[config.mk]
export PLATFORM = sky130hd
export DESIGN_NAME = pipe_stage_buf_flat
export DESIGN_NICKNAME = d
export VERILOG_FILES = /design/src/rtl/pipe_stage_buf_if.sv /design/src/rtl/pipe_stage_buf.sv /design/src/flat_wrapper.sv
export SDC_FILE = /design/constraint.sdc
export NUM_CORES = 1
export LEC_CHECK = 0
export ABC_AREA = 1
export CORE_AREA = 2 2 161 163
export DETAILED_ROUTE_END_ITERATION = 12
export DIE_AREA = 0 0 163 165
export HOLD_SLACK_MARGIN = 0.02
export PLACE_DENSITY = 0.75
export SYNTH_ARGS = -nofsm -noshare
export SYNTH_HDL_FRONTEND = slang
export SYNTH_SLANG_ARGS = --single-unit
[constraint.sdc]
create_clock -name clk_i -period 14 [get_ports clk_i]
set_clock_uncertainty 0.15 [all_clocks]
set_input_delay 2.1 -clock clk_i [delete_from_list [all_inputs] [get_ports clk_i]]
set_output_delay 2.1 -clock clk_i [all_outputs]
set_load 0.02 [all_outputs]
[src/rtl/pipe_stage_buf_if.sv]
// Valid/ready payload channel between two pipeline stages.
// The producer drives valid/data through master; the consumer drives ready through slave.
interface pipe_stage_buf_if #(
  parameter int unsigned DATA_W = 128
);
  logic              valid;
  logic [DATA_W-1:0] data;
  logic              ready;

  modport master (output valid, output data, input ready);
  modport slave  (input valid, input data, output ready);
endinterface

[src/rtl/pipe_stage_buf.sv]
// Elastic inter-stage pipeline buffer: DEPTH-entry circular store with valid/ready handshake,
// flush, and a saturating count of entries discarded by flush.
module pipe_stage_buf #(
  parameter int unsigned DATA_W = 128,
  parameter int unsigned DEPTH  = 2,
  parameter int unsigned CNT_W  = 8
) (
  input  logic                         clk_i,
  input  logic                         rst_ni,
  pipe_stage_buf_if.slave              in_if,
  pipe_stage_buf_if.master             out_if,
  input  logic                         flush_i,
  output logic [$clog2(DEPTH+1)-1:0]   count_o,
  output logic [CNT_W-1:0]             drop_cnt_o
);
  localparam int unsigned CntW    = $clog2(DEPTH + 1);
  localparam int unsigned PtrW    = (DEPTH > 1) ? $clog2(DEPTH) : 1;
  localparam logic [31:0] DropMax = (CNT_W >= 32) ? 32'hFFFF_FFFF : ((32'd1 << CNT_W) - 32'd1);

  logic [DATA_W-1:0] mem_q [DEPTH];
  logic [PtrW-1:0]   rd_ptr_q, rd_ptr_d, wr_ptr_q, wr_ptr_d;
  logic [CntW-1:0]   count_q, count_d;
  logic [CNT_W-1:0]  drop_q, drop_d;
  logic [31:0]       drop_sum;
  logic              in_ready, out_valid, push, pop;

  function automatic logic [PtrW-1:0] ptr_inc(input logic [PtrW-1:0] p);
    return (p == PtrW'(DEPTH - 1)) ? '0 : p + 1'b1;
  endfunction

  assign out_valid = (count_q != '0);
  assign push      = in_if.valid & in_ready & ~flush_i;
  assign pop       = out_valid & out_if.ready & ~flush_i;

  generate
    if (DEPTH == 1) begin : g_single
      // Stage-register behaviour: a pop frees the slot within the same cycle.
      assign in_ready    = ~out_valid | out_if.ready;
      assign out_if.data = mem_q[0];

      always_ff @(posedge clk_i) begin
        if (!rst_ni)   mem_q[0] <= '0;
        else if (push) mem_q[0] <= in_if.data;
      end
    end else begin : g_multi
      // Depends on registered count only, so out_ready never reaches in_ready.
      assign in_ready    = (count_q < CntW'(DEPTH));
      assign out_if.data = mem_q[rd_ptr_q];

      always_ff @(posedge clk_i) begin
        if (!rst_ni) begin
          for (int i = 0; i < int'(DEPTH); i++) mem_q[i] <= '0;
        end else if (push) begin
          mem_q[wr_ptr_q] <= in_if.data;
        end
      end
    end
  endgenerate

  assign in_if.ready  = in_ready;
  assign out_if.valid = out_valid;
  assign count_o      = count_q;
  assign drop_cnt_o   = drop_q;

  always_comb begin
    rd_ptr_d = rd_ptr_q;
    wr_ptr_d = wr_ptr_q;
    count_d  = count_q;
    drop_d   = drop_q;
    drop_sum = 32'(drop_q) + 32'(count_q);
    if (flush_i) begin
      rd_ptr_d = '0;
      wr_ptr_d = '0;
      count_d  = '0;
      drop_d   = (drop_sum > DropMax) ? CNT_W'(DropMax) : CNT_W'(drop_sum);
    end else begin
      if (push) wr_ptr_d = ptr_inc(wr_ptr_q);
      if (pop)  rd_ptr_d = ptr_inc(rd_ptr_q);
      unique case ({push, pop})
        2'b10:   count_d = count_q + 1'b1;
        2'b01:   count_d = count_q - 1'b1;
        default: count_d = count_q;
      endcase
    end
  end

  always_ff @(posedge clk_i) begin
    if (!rst_ni) begin
      rd_ptr_q <= '0;
      wr_ptr_q <= '0;
      count_q  <= '0;
      drop_q   <= '0;
    end else begin
      rd_ptr_q <= rd_ptr_d;
      wr_ptr_q <= wr_ptr_d;
      count_q  <= count_d;
      drop_q   <= drop_d;
    end
  end
endmodule

[src/flat_wrapper.sv]
// flat-port wrapper written by rule: the top's interface ports become plain ports
module pipe_stage_buf_flat 
#(
  parameter int unsigned DATA_W = 128,
  parameter int unsigned DEPTH  = 2,
  parameter int unsigned CNT_W  = 8
)
  (clk_i, rst_ni, flush_i, count_o, drop_cnt_o, in_if_valid, in_if_data, in_if_ready, out_if_valid, out_if_data, out_if_ready);
  pipe_stage_buf_if #(.DATA_W(DATA_W)) in_if_i ();
  pipe_stage_buf_if #(.DATA_W(DATA_W)) out_if_i ();
  input  logic clk_i;
  input  logic rst_ni;
  input  logic flush_i;
  output logic [$clog2(DEPTH+1)-1:0] count_o;
  output logic [CNT_W-1:0] drop_cnt_o;
  input wire logic [$bits(in_if_i.valid)-1:0] in_if_valid;
  input wire logic [$bits(in_if_i.data)-1:0] in_if_data;
  output wire logic [$bits(in_if_i.ready)-1:0] in_if_ready;
  output wire logic [$bits(out_if_i.valid)-1:0] out_if_valid;
  output wire logic [$bits(out_if_i.data)-1:0] out_if_data;
  input wire logic [$bits(out_if_i.ready)-1:0] out_if_ready;
  assign in_if_i.valid = in_if_valid;
  assign in_if_i.data = in_if_data;
  assign in_if_ready = in_if_i.ready;
  assign out_if_valid = out_if_i.valid;
  assign out_if_data = out_if_i.data;
  assign out_if_i.ready = out_if_ready;
  pipe_stage_buf #(.DATA_W(DATA_W), .DEPTH(DEPTH), .CNT_W(CNT_W)) u_core (.clk_i(clk_i), .rst_ni(rst_ni), .in_if(in_if_i), .out_if(out_if_i), .flush_i(flush_i), .count_o(count_o), .drop_cnt_o(drop_cnt_o));
endmodule
Word-level counts from Yosys, hierarchy flattened --
Memories as Yosys holds them, arrays and structs flattened. A register that Yosys moved wholly into a read port is not among the register bits. Index checks and enable logic that the tools add are counted.
Operators by class: $add $sub $neg 5, magnitude comparators 2, equality and inequality tests 2, multiplexer cells 13, bitwise operators 6, reduce and logical (&&, ||, !) cells 4
Operators with widths (count):
- two-way mux 128 bit | 1
- OR reduction 128 bit | 1
- greater-than comparator 32 x 8 -> 1 bit, second input constant | 1
- two-way mux 1 bit | 10
- adder 8 x 2 -> 9 bit | 1
- two-way mux 8 bit | 1
- AND 1 bit | 4
- case mux 2 bit (2 select lines) | 1
- nonzero test 2 bit | 2
- adder 1 bit, second input constant | 2
- adder 2 x 1 -> 2 bit, second input constant | 1
- equality test 2 x 1 -> 1 bit, second input constant | 1
- equality test 2 bit, second input constant | 1
- less-than comparator 2 bit, second input constant | 1
- inverter 1 bit | 2
- OR reduction 2 bit | 1
- subtractor 2 x 1 -> 2 bit, second input constant | 1
Storage, ports and cells: register bits 12, RAM bits 256, bits of input ports 133, output and inout port bits 140, logic and storage cells 37, memories kept 1
Memory list:
- u_core.mem_q | depth 2, bits a word 128, read ports 1, clocked after Yosys merged registers in 1, wr ports 2, RTL line pipe_stage_buf.sv:20 | logic [DATA_W-1:0] mem_q [DEPTH];

Depth between registers and ports, before layout --
Gate-level depths: netlist of run 1.
depth after elaboration 8, gate-level depth with buffers 10

Worst setup path after synthesis of run 1 --
Ideal clock, no wire load.
path kind input -> register, from input flush_i, to memory u_core.mem_q[0][0] (enable), data arrival time 5.453 ns, data required time 13.358 ns, path slack 7.905 ns, stages 7, path buffers 2, path through inv_2 > nand3_4 > inv_2 > nand3_2 > buf_2 > buf_6 > nand2_1
RTL lines:
- start, declared | RTL line flat_wrapper.sv:13 | input logic flush_i;
- end, declared | RTL line pipe_stage_buf.sv:20

==> results.md, run 1 <==
- Fmax: 180 MHz
- Worst R2R Path Depth: 6
- Fin. Hold Viols: 0
- H-tree lvl count: 1
- Area Overhead vs Synth: 31.5%
- Max-cap violations: 0
- Clock share of power: 38.0%
- R2r setup slk: 10540 ps
- Synthesized area: 11700 sq um
- Min Clock Period, post-route: 5540 ps
- Actual slew at the worst max-slew pin: 1120 ps
- Top cell type by total area after synthesis: edfxtp_1
- Unrepaired setup endpoints after global routing: no
- Critical Setup Path Class: register to primary output
- Vias in the first global route: 7410
- Share of cells above drive strength 1: 14.9%
- Total CTS buffers: 27
- DRC viols: 0
- Initial antenna violation count: 1
- Clock latency on the worst-skew pair: 510 ps
- Worst EP required: 11750 ps
- GR Util All Layers: 18.5%
- Die ar.: 26900 sq um
- Die X: 163 um
- Diode count: 0
- Cell Pwr Density: 119 nW/um^2
- Rel. slew slack: 25.6%
- Antenna-violating nets left: 0
- Arrival time worst endpoint: 3290 ps
- Max Slew Vio Count: 0
- Yosys top cell area share: 65.8%
- Post-CTS Setup Repair Bufs: 0
- CTS tree: built
- Min-delay worst type: register to register
- #FFs+latches synth: 269
- Clock buffer depth: 3
- Clock sinks: 269
- PortBufs: 272
- Status: finished clean
- Sw Pwr: 0.396 mW
- Detailed Routing Iterations Pass 1: 5
- Synth Instances: 921
- CP Launch Type: register
- Internal Power: 1.42 mW
- Synth cell types: 21
- Peak VDD IR: 0.0000711 V
- Commonest cells after routing, fill and taps aside: clkdlybuf4s50_1 (272), nor2_1 (269), edfxtp_1 (256)
- I/O pin count: 273
- Setup Viol. Count Final: 0
- Setup TNS Final: 0 ps
- Final net count: 1320
- Leakage: 6.28 nW
- WHS Path Cells: 2
- Final Cycle Share: 39.6%
- Switch share: 21.8%
- Top cells by area in the synthesized netlist: edfxtp_1 (66%), mux2_2 (12%), nor2_1 (8.6%)
- Largest net degree at the start of global routing: 93
- Net Count, Synth: 1058
- Combinational cell fraction of total power: 10.9%
- Post-cts gate resize count: 0
- Sequential cell area fraction in the yosys report: 68.0%
- Drt initial violations: 449
- CTS Hold Bufs: 0
- Synth warn: 0
- Seq pwr share: 51.1%
- Routability cong.: 0.819
- Mean routed wirelength per cell: 16.6 um
- Crit path max fanout: 69
- Root buffer cell: clkbuf_16
- Detailed Place HPWL: 15.8 mm
- Core area: 25000 sq um
- Placement Rows: 58
- Crit. End Element: primary output
- Post-Syn Area per Cell: 12.7 sq um
- Fillers: 2019
- Initial Util: 46.7%
- Via/cell ratio: 4.84
- Clk pin slew, worst setup/hold paths: 60 ps
- DRT Wirelength: 25.5 mm
- First-pass GRT wire length: 38.5 mm
- Commonest non-fill, non-tap cell in the layout: clkdlybuf4s50_1
- Gr ovfl total: 0
- Height of the die: 165 um
- Via count: 7425
- Core Util, Final: 61.4%
==> power groups by stage <==
stage	clock network, mW	registers [mW]	logic [mW]
after floorplan	0	0.949	0.0958
after global placement	0	0.946	0.198
after detailed placement	0	0.949	0.198
after CTS	0.707	0.932	0.200
after global routing	0.738	0.935	0.211
final	0.692	0.931	0.198
==> sequential cells by signal, indices dropped and copies added (netlist names), named ones only <==
| register | flops |
|---|---|
| u_core.wr_ptr_q | 1 |
| u_core.count_o | 2 |
| u_core.drop_cnt_o | 8 |
| u_core.mem_q | 256 |
| u_core.rd_ptr_q | 1 |
==> critical path, cell delays in order (launching register included) <==
cell and delay (ps):
dfxtp_4 870, buf_4 870, mux2_2 430, clkdlybuf4s50_1 550
==> cell usage after synthesis <==
master	number
mux2_2	128
nand3_2	2
a21oi_1	8
o21ai_0	4
buf_2	19
o21bai_1	1
nand3_1	7
nand3_4	1
edfxtp_1	256
nand4_1	3
nor2_1	269
nand2_1	31
ha_1	3
nor4_1	1
fa_1	1
buf_6	25
a31oi_1	1
inv_1	144
dfxtp_1	13
inv_2	3
xor2_1	1
==> metrics by stage <==
step	std cells	instance area [sq um]	setup slack [ps]	power, mW	hold slack (ps)
3_3_place_gp	1484	14500	8110	1.14	303
3_5_place_dp	1484	14500	8070	1.15	308
2_1_floorplan	921	11700	7900	1.05	297
6_report	1533	15400	8460	1.82	317
4_1_cts	1533	15400	8340	1.84	321
5_1_grt	1533	15400	8240	1.88	358
==> path summary, 6_finish.rpt <==
| kind | endpoint | from |
|---|---|---|
| max | out_if_data[112] | register |
| max reg2reg | u_core.mem_q[0][74]$_SDFFCE_PN0P_ | u_core.count_o[1]$_SDFFE_PP0P_ |
| min reg2reg | register | u_core.rd_ptr_q$_SDFFE_PP0P_ |
| min | register | u_core.rd_ptr_q$_SDFFE_PP0P_ |
==> area by class of cell <==
type | instances | area (sq um) | area share, %
clock buffer | 38 | 747 | 4.86
clock inverter | 11 | 103 | 0.668
inverter | 147 | 552 | 3.59
multi-input combinational | 461 | 2840 | 18.5
tap | 330 | 413 | 2.69
timing repair buffer | 277 | 2760 | 18.0
sequential | 269 | 7950 | 51.8
==> cell families after synthesis <==
logic type	Yosys count	share of synthesized area, %
DFF	269	68.0
buffers and inverters	191	7.95
AOI/OAI and AO/OA	14	0.632
muxes	128	12.3
and+or+nand+nor	314	10.5
xor gates and xnor gates	1	0.0750
adders and majority gates	4	0.493
==> metal layers <==
layer	global-route usage (%)	routed length, um	vias up
met1	24.2	10400	3555
met5	0	0	-
met4	4.59	576	0
met3	3.69	1890	43
li1	-	-	3555
met2	31.7	12600	272
Power figures use the tool's default switching activity.
==> inputs of run 2 (changes only) <==
==> constraint.sdc (replaced) <==
create_clock -name clk_i -period 5.8 [get_ports clk_i]
set_clock_uncertainty 0.15 [all_clocks]
set_input_delay 0.87 -clock clk_i [delete_from_list [all_inputs] [get_ports clk_i]]
set_output_delay 0.87 -clock clk_i [all_outputs]
set_load 0.02 [all_outputs]
==> results.md, run 2 (synthesis gave the netlist of run 1 again) <==
- Clk pin slew, worst setup/hold paths: 60 ps
- Sw Pwr: 0.972 mW
- Total CTS buffers: 27
- Post-cts gate resize count: 0
- Actual slew at the worst max-slew pin: 991 ps
- Global-route met1 utilization: 23.5%
- Detailed Routing Iterations Pass 1: 5
- Min Clock Period, post-route: 3510 ps
- Min-delay worst type: register to register
- Met3 GRT Util: 3.59%
- Root buffer cell: clkbuf_16
- Fin. Hold Viols: 0
- Drt initial violations: 435
- Post-CTS Setup Repair Bufs: 0
- Initial antenna violation count: 1
- Commonest non-fill, non-tap cell in the layout: clkdlybuf4s50_1
- Routability cong.: 0.843
- Setup TNS Final: 0 ps
- Share of cells above drive strength 1: 15.3%
- First-pass GRT wire length: 38.8 mm
- GRT met2 Usage: 32.2%
- Final setup margin: 2290 ps
- Via count: 7503
- Fmax: 285 MHz
- Commonest cells after routing, fill and taps aside: clkdlybuf4s50_1 (272), nor2_1 (269), edfxtp_1 (256)
- Placement Rows: 58
- Unrepaired setup endpoints after global routing: no
- Via/cell ratio: 4.88
- Critical Setup Path Class: primary input to register
- Largest net degree at the start of global routing: 129
- Largest register FFs: 256
- Status: finished clean
- Combinational cell fraction of total power: 11.0%
- Die X: 163 um
- CP Launch Type: primary input
- Peak VDD IR: 0.000218 V
- Fillers: 1991
- Rel. slew slack: 33.9%
- Clock buffer depth: 3
- DRC viols: 0
- I/O pin count: 273
- Max Slew Vio Count: 0
- Antenna-violating nets left: 0
- Area Overhead vs Synth: 32.1%
- Post-place setup slack: 1720 ps
- Mean routed wirelength per cell: 16.4 um
- Worst EP required: 5850 ps
- Clock sinks: 269
- Crit. End Element: register
- Gr ovfl total: 0
- Vias in the first global route: 7524
- GRT Max-Usage Layer: met2
- Leakage: 6.31 nW
- Initial Util: 46.7%
- Final net count: 1323
- DRT Wirelength: 25.2 mm
- Biggest register: u_core.mem_q
- Setup Viol. Count Final: 0
- R2r setup slk: 2910 ps
- Clock latency on the worst-skew pair: 520 ps
- Cell Pwr Density: 286 nW/um^2
- Final Cycle Share: 60.6%
- Crit path max fanout: 54
- Total Power: 4.41 mW
- GR Util All Layers: 18.3%
- Clock share of power: 38.2%
- Height of the die: 165 um
- Internal Power: 3.44 mW
- Max-cap violations: 0
- Seq pwr share: 50.8%
- Core area: 25000 sq um
- H-tree lvl count: 1
- PortBufs: 272
- CTS Hold Bufs: 0
- Detailed Place HPWL: 15.7 mm
- Switch share: 22.0%
- Die ar.: 26900 sq um
- CTS tree: built
- Arrival time worst endpoint: 3570 ps
-- run 2: power by group through the flow --
stage	registers (mW)	clock network (mW)	logic (mW)
6_report	2.24	1.69	0.484
5_1_grt	2.25	1.80	0.518
4_1_cts	2.24	1.73	0.490
3_5_place_dp	2.29	0	0.487
2_1_floorplan	2.29	0	0.231
3_3_place_gp	2.28	0	0.485
-- run 2: path summary, 6_finish.rpt --
path / startpoint / to / depth (start not counted)
hold reg to reg: u_core.rd_ptr_q$_SDFFE_PP0P_ / register / 2
setup / recovery: flush_i / u_core.mem_q[0][55]$_SDFFCE_PN0P_ / 7
setup reg to reg: u_core.count_o[1]$_SDFFE_PP0P_ / u_core.mem_q[0][55]$_SDFFCE_PN0P_ / 6
hold / removal: u_core.rd_ptr_q$_SDFFE_PP0P_ / register / 2
-- run 2: area by class of cell --
cell class | count | area (sq um) | share of cell area [%]
tap | 330 | 413 | 2.68
timing repair buffer | 280 | 2820 | 18.3
sequential | 269 | 7950 | 51.5
clock inverter | 20 | 175 | 1.14
antenna | 1 | 2.50 | 0.0162
multi-input combinational | 461 | 2840 | 18.4
clock buffer | 29 | 683 | 4.43
inverter | 147 | 552 | 3.58
-- run 2: worst max-delay path, cell delays in order --
cell,delay [ps]
clkdlybuf4s50_1,590
inv_2,180
nand3_4,90
inv_2,120
nand3_4,420
nand2_4,810
buf_4,410
-- run 2: routing by layer --
| metal | up-vias | part of all wire, % |
|---|---|---|
| li1 | 3569 | - |
| met1 | 3618 | 40 |
| met2 | 281 | 51 |
| met3 | 35 | 7.4 |
| met4 | 0 | 1.8 |
| met5 | - | 0 |
-- run 2: per-stage QoR --
stage / instances / hold slack [ps] / util [%] / instance area (sq um)
global placement: 1487 / 299 / 58.2 / 14600
global route: 1536 / 359 / 61.6 / 15400
floorplan: 921 / 297 / - / 11700
CTS: 1536 / 325 / 61.6 / 15400
detailed placement: 1487 / 309 / 58.2 / 14600
finish: 1537 / 318 / 61.6 / 15400
